==> src/rtl/mem_access_pkg.sv <==
// Shared types and byte-enable constants for the load/store unit.
// Optional build macro MISALIGN_TRAP_EN enables the misaligned-access trap.
package mem_access_pkg;

  typedef enum logic [1:0] {
    SZ_WORD = 2'b00,
    SZ_HALF = 2'b01,
    SZ_BYTE = 2'b10
  } mem_size_t;

  typedef enum logic [1:0] {
    IDLE = 2'b00,
    REQ  = 2'b01,
    WAIT = 2'b10,
    RESP = 2'b11
  } mau_state_t;

  localparam logic [3:0] BE_WORD    = 4'b1111;
  localparam logic [3:0] BE_HALF_LO = 4'b0011;
  localparam logic [3:0] BE_HALF_HI = 4'b1100;
  localparam logic [3:0] BE_BYTE0   = 4'b0001;

  // Size code 2'b11 is reserved and behaves as a word.
  function automatic logic is_misaligned(input logic [1:0] size, input logic [1:0] addr_lo);
    logic mis;
    case (size)
      SZ_HALF: mis = addr_lo[0];
      SZ_BYTE: mis = 1'b0;
      default: mis = (addr_lo != 2'b00);
    endcase
    return mis;
  endfunction

endpackage

==> src/rtl/mem_access_unit_lane_align.sv <==
// Combinational byte-lane steering: store byte enables / lane replication and
// load extraction with sign or zero extension.
module lane_align
  import mem_access_pkg::*;
(
  input  logic [1:0]  size,
  input  logic [1:0]  addr_lo,
  input  logic        uns,
  input  logic [31:0] wdata,
  input  logic [31:0] rdata,
  output logic [3:0]  be,
  output logic [31:0] wdata_rep,
  output logic [31:0] rdata_ext
);

  logic [7:0]  byte_sel;
  logic [15:0] half_sel;

  assign byte_sel = rdata[{addr_lo, 3'b000} +: 8];
  assign half_sel = rdata[{addr_lo[1], 4'b0000} +: 16];

  // Select lane pattern and extension by access size.
  always_comb begin
    be        = BE_WORD;
    wdata_rep = wdata;
    rdata_ext = rdata;
    case (size)
      SZ_HALF: begin
        be        = addr_lo[1] ? BE_HALF_HI : BE_HALF_LO;
        wdata_rep = {2{wdata[15:0]}};
        rdata_ext = {{16{~uns & half_sel[15]}}, half_sel};
      end
      SZ_BYTE: begin
        be        = BE_BYTE0 << addr_lo;
        wdata_rep = {4{wdata[7:0]}};
        rdata_ext = {{24{~uns & byte_sel[7]}}, byte_sel};
      end
      default: begin
        be        = BE_WORD;
        wdata_rep = wdata;
        rdata_ext = rdata;
      end
    endcase
  end

endmodule

==> src/rtl/mem_access_unit.sv <==
// Load/store initiator between the MEM stage and a req/gnt/rvalid data port.
// Define MISALIGN_TRAP_EN to trap misaligned half/word accesses without a bus request.
module mem_access_unit
  import mem_access_pkg::*;
#(
  parameter int AW = 32,
  parameter int DW = 32
) (
  input  logic          clk,
  input  logic          reset,
  input  logic          req_valid,
  output logic          req_ready,
  input  logic          req_we,
  input  logic [1:0]    req_size,
  input  logic          req_unsigned,
  input  logic [AW-1:0] req_addr,
  input  logic [DW-1:0] req_wdata,
  output logic          rsp_valid,
  output logic [DW-1:0] rsp_rdata,
  output logic          stall,
  output logic          misalign,
  output logic          mem_req,
  output logic          mem_we,
  output logic [3:0]    mem_be,
  output logic [AW-1:0] mem_addr,
  output logic [DW-1:0] mem_wdata,
  input  logic          mem_gnt,
  input  logic          mem_rvalid,
  input  logic [DW-1:0] mem_rdata
);

  mau_state_t    state_q, state_d;
  logic          we_q, we_d;
  logic [1:0]    size_q, size_d;
  logic          uns_q, uns_d;
  logic [AW-1:0] addr_q, addr_d;
  logic [DW-1:0] wdata_q, wdata_d;
  logic [DW-1:0] rdata_q, rdata_d;

  logic [3:0]    be_s;
  logic [DW-1:0] wdata_rep_s;
  logic [DW-1:0] rdata_ext_s;

  lane_align u_lane_align (
    .size      (size_q),
    .addr_lo   (addr_q[1:0]),
    .uns       (uns_q),
    .wdata     (wdata_q),
    .rdata     (mem_rdata),
    .be        (be_s),
    .wdata_rep (wdata_rep_s),
    .rdata_ext (rdata_ext_s)
  );

`ifdef MISALIGN_TRAP_EN
  logic misalign_q, misalign_d;
`endif

  // Next-state and capture logic.
  always_comb begin
    state_d = state_q;
    we_d    = we_q;
    size_d  = size_q;
    uns_d   = uns_q;
    addr_d  = addr_q;
    wdata_d = wdata_q;
    rdata_d = rdata_q;
`ifdef MISALIGN_TRAP_EN
    misalign_d = misalign_q;
`endif
    case (state_q)
      IDLE: begin
        if (req_valid) begin
          we_d    = req_we;
          size_d  = req_size;
          uns_d   = req_unsigned;
          addr_d  = req_addr;
          wdata_d = req_wdata;
          rdata_d = {DW{1'b0}};
`ifdef MISALIGN_TRAP_EN
          // A trapped access completes without touching the bus.
          if (is_misaligned(req_size, req_addr[1:0])) begin
            state_d    = RESP;
            misalign_d = 1'b1;
          end else begin
            state_d    = REQ;
            misalign_d = 1'b0;
          end
`else
          state_d = REQ;
`endif
        end else begin
          state_d = IDLE;
        end
      end
      REQ: begin
        if (mem_gnt) begin
          if (we_q) begin
            state_d = RESP;
          end else if (mem_rvalid) begin
            rdata_d = rdata_ext_s;
            state_d = RESP;
          end else begin
            state_d = WAIT;
          end
        end else begin
          state_d = REQ;
        end
      end
      WAIT: begin
        if (mem_rvalid) begin
          rdata_d = rdata_ext_s;
          state_d = RESP;
        end else begin
          state_d = WAIT;
        end
      end
      RESP: begin
        state_d = IDLE;
`ifdef MISALIGN_TRAP_EN
        misalign_d = 1'b0;
`endif
      end
      default: begin
        state_d = IDLE;
      end
    endcase
  end

  // State and request capture registers.
  always_ff @(posedge clk or posedge reset) begin
    if (reset) begin
      state_q <= IDLE;
      we_q    <= 1'b0;
      size_q  <= 2'b00;
      uns_q   <= 1'b0;
      addr_q  <= {AW{1'b0}};
      wdata_q <= {DW{1'b0}};
      rdata_q <= {DW{1'b0}};
    end else begin
      state_q <= state_d;
      we_q    <= we_d;
      size_q  <= size_d;
      uns_q   <= uns_d;
      addr_q  <= addr_d;
      wdata_q <= wdata_d;
      rdata_q <= rdata_d;
    end
  end

`ifdef MISALIGN_TRAP_EN
  // Misalign flag, set only while the trapped response is presented.
  always_ff @(posedge clk or posedge reset) begin
    if (reset) begin
      misalign_q <= 1'b0;
    end else begin
      misalign_q <= misalign_d;
    end
  end
  assign misalign = misalign_q;
`else
  assign misalign = 1'b0;
`endif

  // Bus outputs are gated by the REQ state so they read zero at rest.
  assign req_ready = (state_q == IDLE);
  assign rsp_valid = (state_q == RESP);
  assign rsp_rdata = rdata_q;
  assign stall     = ((state_q == IDLE) & req_valid) | (state_q == REQ) | (state_q == WAIT);
  assign mem_req   = (state_q == REQ);
  assign mem_we    = mem_req & we_q;
  assign mem_be    = mem_req ? be_s : 4'b0000;
  assign mem_addr  = mem_req ? {addr_q[AW-1:2], 2'b00} : {AW{1'b0}};
  assign mem_wdata = mem_req ? wdata_rep_s : {DW{1'b0}};

endmodule

==> config.mk <==
export PLATFORM = sky130hd
export DESIGN_NAME = mem_access_unit
export DESIGN_NICKNAME = d
export VERILOG_FILES = /design/src/rtl/mem_access_pkg.sv /design/src/rtl/mem_access_unit_lane_align.sv /design/src/rtl/mem_access_unit.sv
export SDC_FILE = /design/constraint.sdc
export NUM_CORES = 1
export LEC_CHECK = 0
export BUFFER_PORTS_ARGS = -buffer_cell sky130_fd_sc_hd__buf_2
export CAP_MARGIN = 20
export CORE_MARGIN = 10
export CORE_UTILIZATION = 30
export DETAILED_ROUTE_END_ITERATION = 8
export SETUP_SLACK_MARGIN = 0.4
export SLEW_MARGIN = 20
export SYNTH_ARGS = -nofsm -noshare
export SYNTH_HDL_FRONTEND = slang
export SYNTH_SLANG_ARGS = --single-unit
==> constraint.sdc <==
create_clock -name clk -period 2.6 [get_ports clk]
set_clock_uncertainty 0.05 [all_clocks]
set_input_delay 0.13 -clock clk [delete_from_list [all_inputs] [get_ports clk]]
set_output_delay 0.13 -clock clk [all_outputs]
set_load 0.05 [all_outputs]
==> flow_metrics.env <==
export IMPL_status="complete, no violations"
export IMPL_clock_fmax_mhz=466
export IMPL_yosysUniqueCellTypes=37
export IMPL_tightestPinTransition_ns=0.784
export IMPL_grt_overflow=0
export IMPL_htreeDepth=3
export IMPL_drtIter0Drc=269
export IMPL_die_w_um=151
export IMPL_synth_area_mux_share=0.171
export IMPL_finalWirelength_um=18800
export IMPL_timing_final_max_slew_violations=0
export IMPL_port_buffers=207
export IMPL_finalInstanceArea_um2=7830
export IMPL_nets=869
export IMPL_required_ns=2.42
export IMPL_ys_flop_type="dfrtp_1"
export IMPL_row_count=47
export IMPL_setup_viol=0
export IMPL_cpPeakStageDelay_ns=0.41
export IMPL_cp_slowest_cell="dfrtp_1"
export IMPL_synth_top_family_by_area="multiplexers"
export IMPL_layout_drive_gt1_share=0.480
export IMPL_synth_area_um2=5140
export IMPL_rsz0062_at_grt="true"
export IMPL_clockBufferDepth=2
export IMPL_critPathLaunchType="flop"
export IMPL_placed_area_um2=6540
export IMPL_fin_ws_ns=0.455
export IMPL_synth_warnings=0
export IMPL_path_max_fanout=27
export IMPL_cp_arrival_ns=1.96
export IMPL_synth_edf_count=0
export IMPL_die_h_um=151
export IMPL_cts_sinks=102
export IMPL_numCtsBuffers=9
export IMPL_dp_hpwl_um=13800
export IMPL_finalCriticalPeriod_ns=2.14
export IMPL_synth_xor_area_share=0
export IMPL_crit_chain="inv_1 -> ha_2 -> inv_1 -> buf_4 -> nor3_1 -> buf_4"
export IMPL_via_count=4845
export IMPL_start_util=0.308
export IMPL_relSlewSlack=0.476
export IMPL_seq_area_frac_synth=0.496
export IMPL_hold_viol=0
export IMPL_pre_cts_slack_ns=0.316
export IMPL_clk_insertion_delay_late_ns=0.35
export IMPL_io_pins=211
export IMPL_synthToLayoutAreaGrowth_pct=52.3
export IMPL_cap_violations=0
export IMPL_avgSynthCellArea_um2=10.7
export IMPL_antenna_found_initial=2
export IMPL_stdcell_count=984
export IMPL_place_congestion=0.871
export IMPL_clk_pin_slew_ns=0.07
export IMPL_synth_simple_area_share=0.143
export IMPL_synth_seq_cells=102
export IMPL_ant_nets=0
export IMPL_grt_pass1_wl_um=28800
export IMPL_vias_per_cell=4.92
export IMPL_endpoint_kind="output pin"
export IMPL_synth_compound_area_share=0.131
export IMPL_avgRoutedWirePerCell_um=19.1
export IMPL_clockRootBuffer="clkbuf_16"
export IMPL_netlist_instances=482
export IMPL_grt_pass1_vias=5313
export IMPL_fin_crit_sh=0.825
export IMPL_synth_adder_area_share=0.0170
export IMPL_dp_cells=889
export IMPL_die_area_um2=22800
export IMPL_grt_util_all_layers=0.161
export IMPL_path_class="flop to output pin"
export IMPL_coreArea_um2=16700
export IMPL_dr_pass1_iters=5
export IMPL_drt_drc_violations_left=0
export IMPL_hold_path_class="input pin to flop"
export IMPL_ys_async_sr_fraction=1.00
export IMPL_cts_tree="yes"
export IMPL_grt_max_degree=46
==> cell usage in the layout (no fill, tap or decap), types with 4 or more instances in the layout <==
cell | synthesis | layout
a21oi_1 | 24 | 22
a221oi_1 | 21 | 21
a22oi_1 | 8 | 6
and2_1 | 40 | 40
buf_12 | 1 | 6
buf_2 | 7 | 185
buf_4 | 3 | 26
buf_6 | 0 | 4
clkbuf_16 | 0 | 9
clkbuf_4 | 0 | 5
dfrtp_1 | 102 | 102
dlygate4sd3_1 | 0 | 70
inv_1 | 11 | 8
mux2_2 | 70 | 70
mux2i_1 | 7 | 7
nand2_1 | 36 | 32
nand2b_1 | 4 | 4
nor2_1 | 44 | 24
nor2_2 | 0 | 19
nor3_1 | 7 | 5
nor3b_1 | 8 | 7
o21ai_0 | 26 | 26
o21ai_2 | 10 | 10
==> cells in the mapped netlist (2+ instances only) <==
cell type | n | area (µm²)
buf_1 | 8 | 30.0
dfrtp_1 | 102 | 2550
clkbuf_1 | 16 | 60.1
ha_1 | 7 | 87.6
mux2i_1 | 7 | 70.1
mux2_2 | 70 | 788
and3_1 | 2 | 12.5
o21ai_0 | 26 | 130
a21oi_1 | 24 | 120
o21ai_2 | 10 | 87.6
o2111ai_1 | 2 | 17.5
inv_1 | 11 | 41.3
and2_1 | 40 | 250
nor2b_1 | 3 | 18.8
a22oi_1 | 8 | 60.1
buf_4 | 3 | 22.5
nand2_1 | 36 | 135
buf_2 | 7 | 35.0
nor3_1 | 7 | 35.0
nor2_1 | 44 | 165
a221oi_1 | 21 | 184
a221o_1 | 3 | 30.0
nor3b_1 | 8 | 60.1
nand2b_1 | 4 | 25.0
==> timing repair <==
item | 4_1_cts | 5_1_grt
buffers inserted | 4 | 2
hold buffers | 70 | 0
resized for setup | 30 | 22
cloned | 1 | 0
pin swaps | 0 | 0
endpoints found under the hold margin | 99 | 0
setup endpoints to repair | 33 | 45
==> cell type report <==
type / instances / area, µm²
fillers: 1581 / 8870
flip-flops and latches: 102 / 2550
multi-input cells: 336 / 2550
repair buffers: 297 / 2060
well taps: 220 / 275
clock buffers: 10 / 239
clock inverters: 6 / 109
inverters: 11 / 48.8
diodes: 2 / 5.00
==> critical path, delay by kind of cell (launching register included) <==
| family | cells | cell delay, ns |
|---|---|---|
| adders and majority gates | 1 | 0.20 |
| buffers and inverters | 4 | 0.72 |
| DFF | 1 | 0.41 |
| and+or+nand+nor | 1 | 0.28 |
==> per-stage QoR <==
| stage | setup TNS [ns] | hold slack [ns] | util |
|---|---|---|---|
| final | 0 | 0.0242 | 0.469 |
| after global routing | 0 | 0.0302 | 0.469 |
| after CTS | 0 | 0.00983 | 0.464 |
| after detailed placement | 0 | 0.257 | 0.391 |
| after global placement | 0 | 0.253 | 0.391 |
| after floorplan | -0.0654 | 0.219 | - |
==> cells by family (layout without fill, tap and decap cells) <==
group / after synthesis / count (layout)
AND/OR/NAND/NOR: 148 / 148
flip-flops: 102 / 102
AO/OA/AOI/OAI: 100 / 100
multiplexers: 78 / 78
buffers and inverters: 46 / 324
adder cells (fa/ha/maj): 7 / 7
other: 1 / 5
==> state kept, by name, indices dropped and copies added (netlist names), named ones only <==
| name | flops |
|---|---|
| addr_q | 32 |
| rsp_rdata | 32 |
| size_q | 2 |
| state_q | 1 |
| uns_q | 1 |
| wdata_q | 32 |
| we_q | 1 |
==> routing by layer <==
| layer | track usage | routed length [µm] | vias to the layer above |
|---|---|---|---|
| met4 | 0.0722 | 512 | 2 |
| met1 | 0.190 | 7620 | 2371 |
| met3 | 0.0507 | 1600 | 31 |
| met2 | 0.263 | 9060 | 198 |
| li1 | - | - | 2243 |
| met5 | 0 | 7 | - |
==> path summary, 6_finish.rpt <==
kind / startpoint / endpoint / slack, ns / depth (start not counted)
min reg2reg: rsp_rdata[3] / rsp_rdata[3] / 0.43 / 2
max: flop / mem_wdata[26] / 0.46 / 6
min in group asynchronous: reset / rsp_rdata[17] / 0.41 / 3
min: mem_rdata[19] / rsp_rdata[19] / 0.02 / 3
max in group asynchronous: reset / wdata_q[12] / 1.43 / 4
max reg2reg: size_q[1] / rsp_rdata[7] / 0.56 / 6
Power is not shown: default switching activity piles up to over one toggle a cycle in this logic, so the estimate is an artifact.
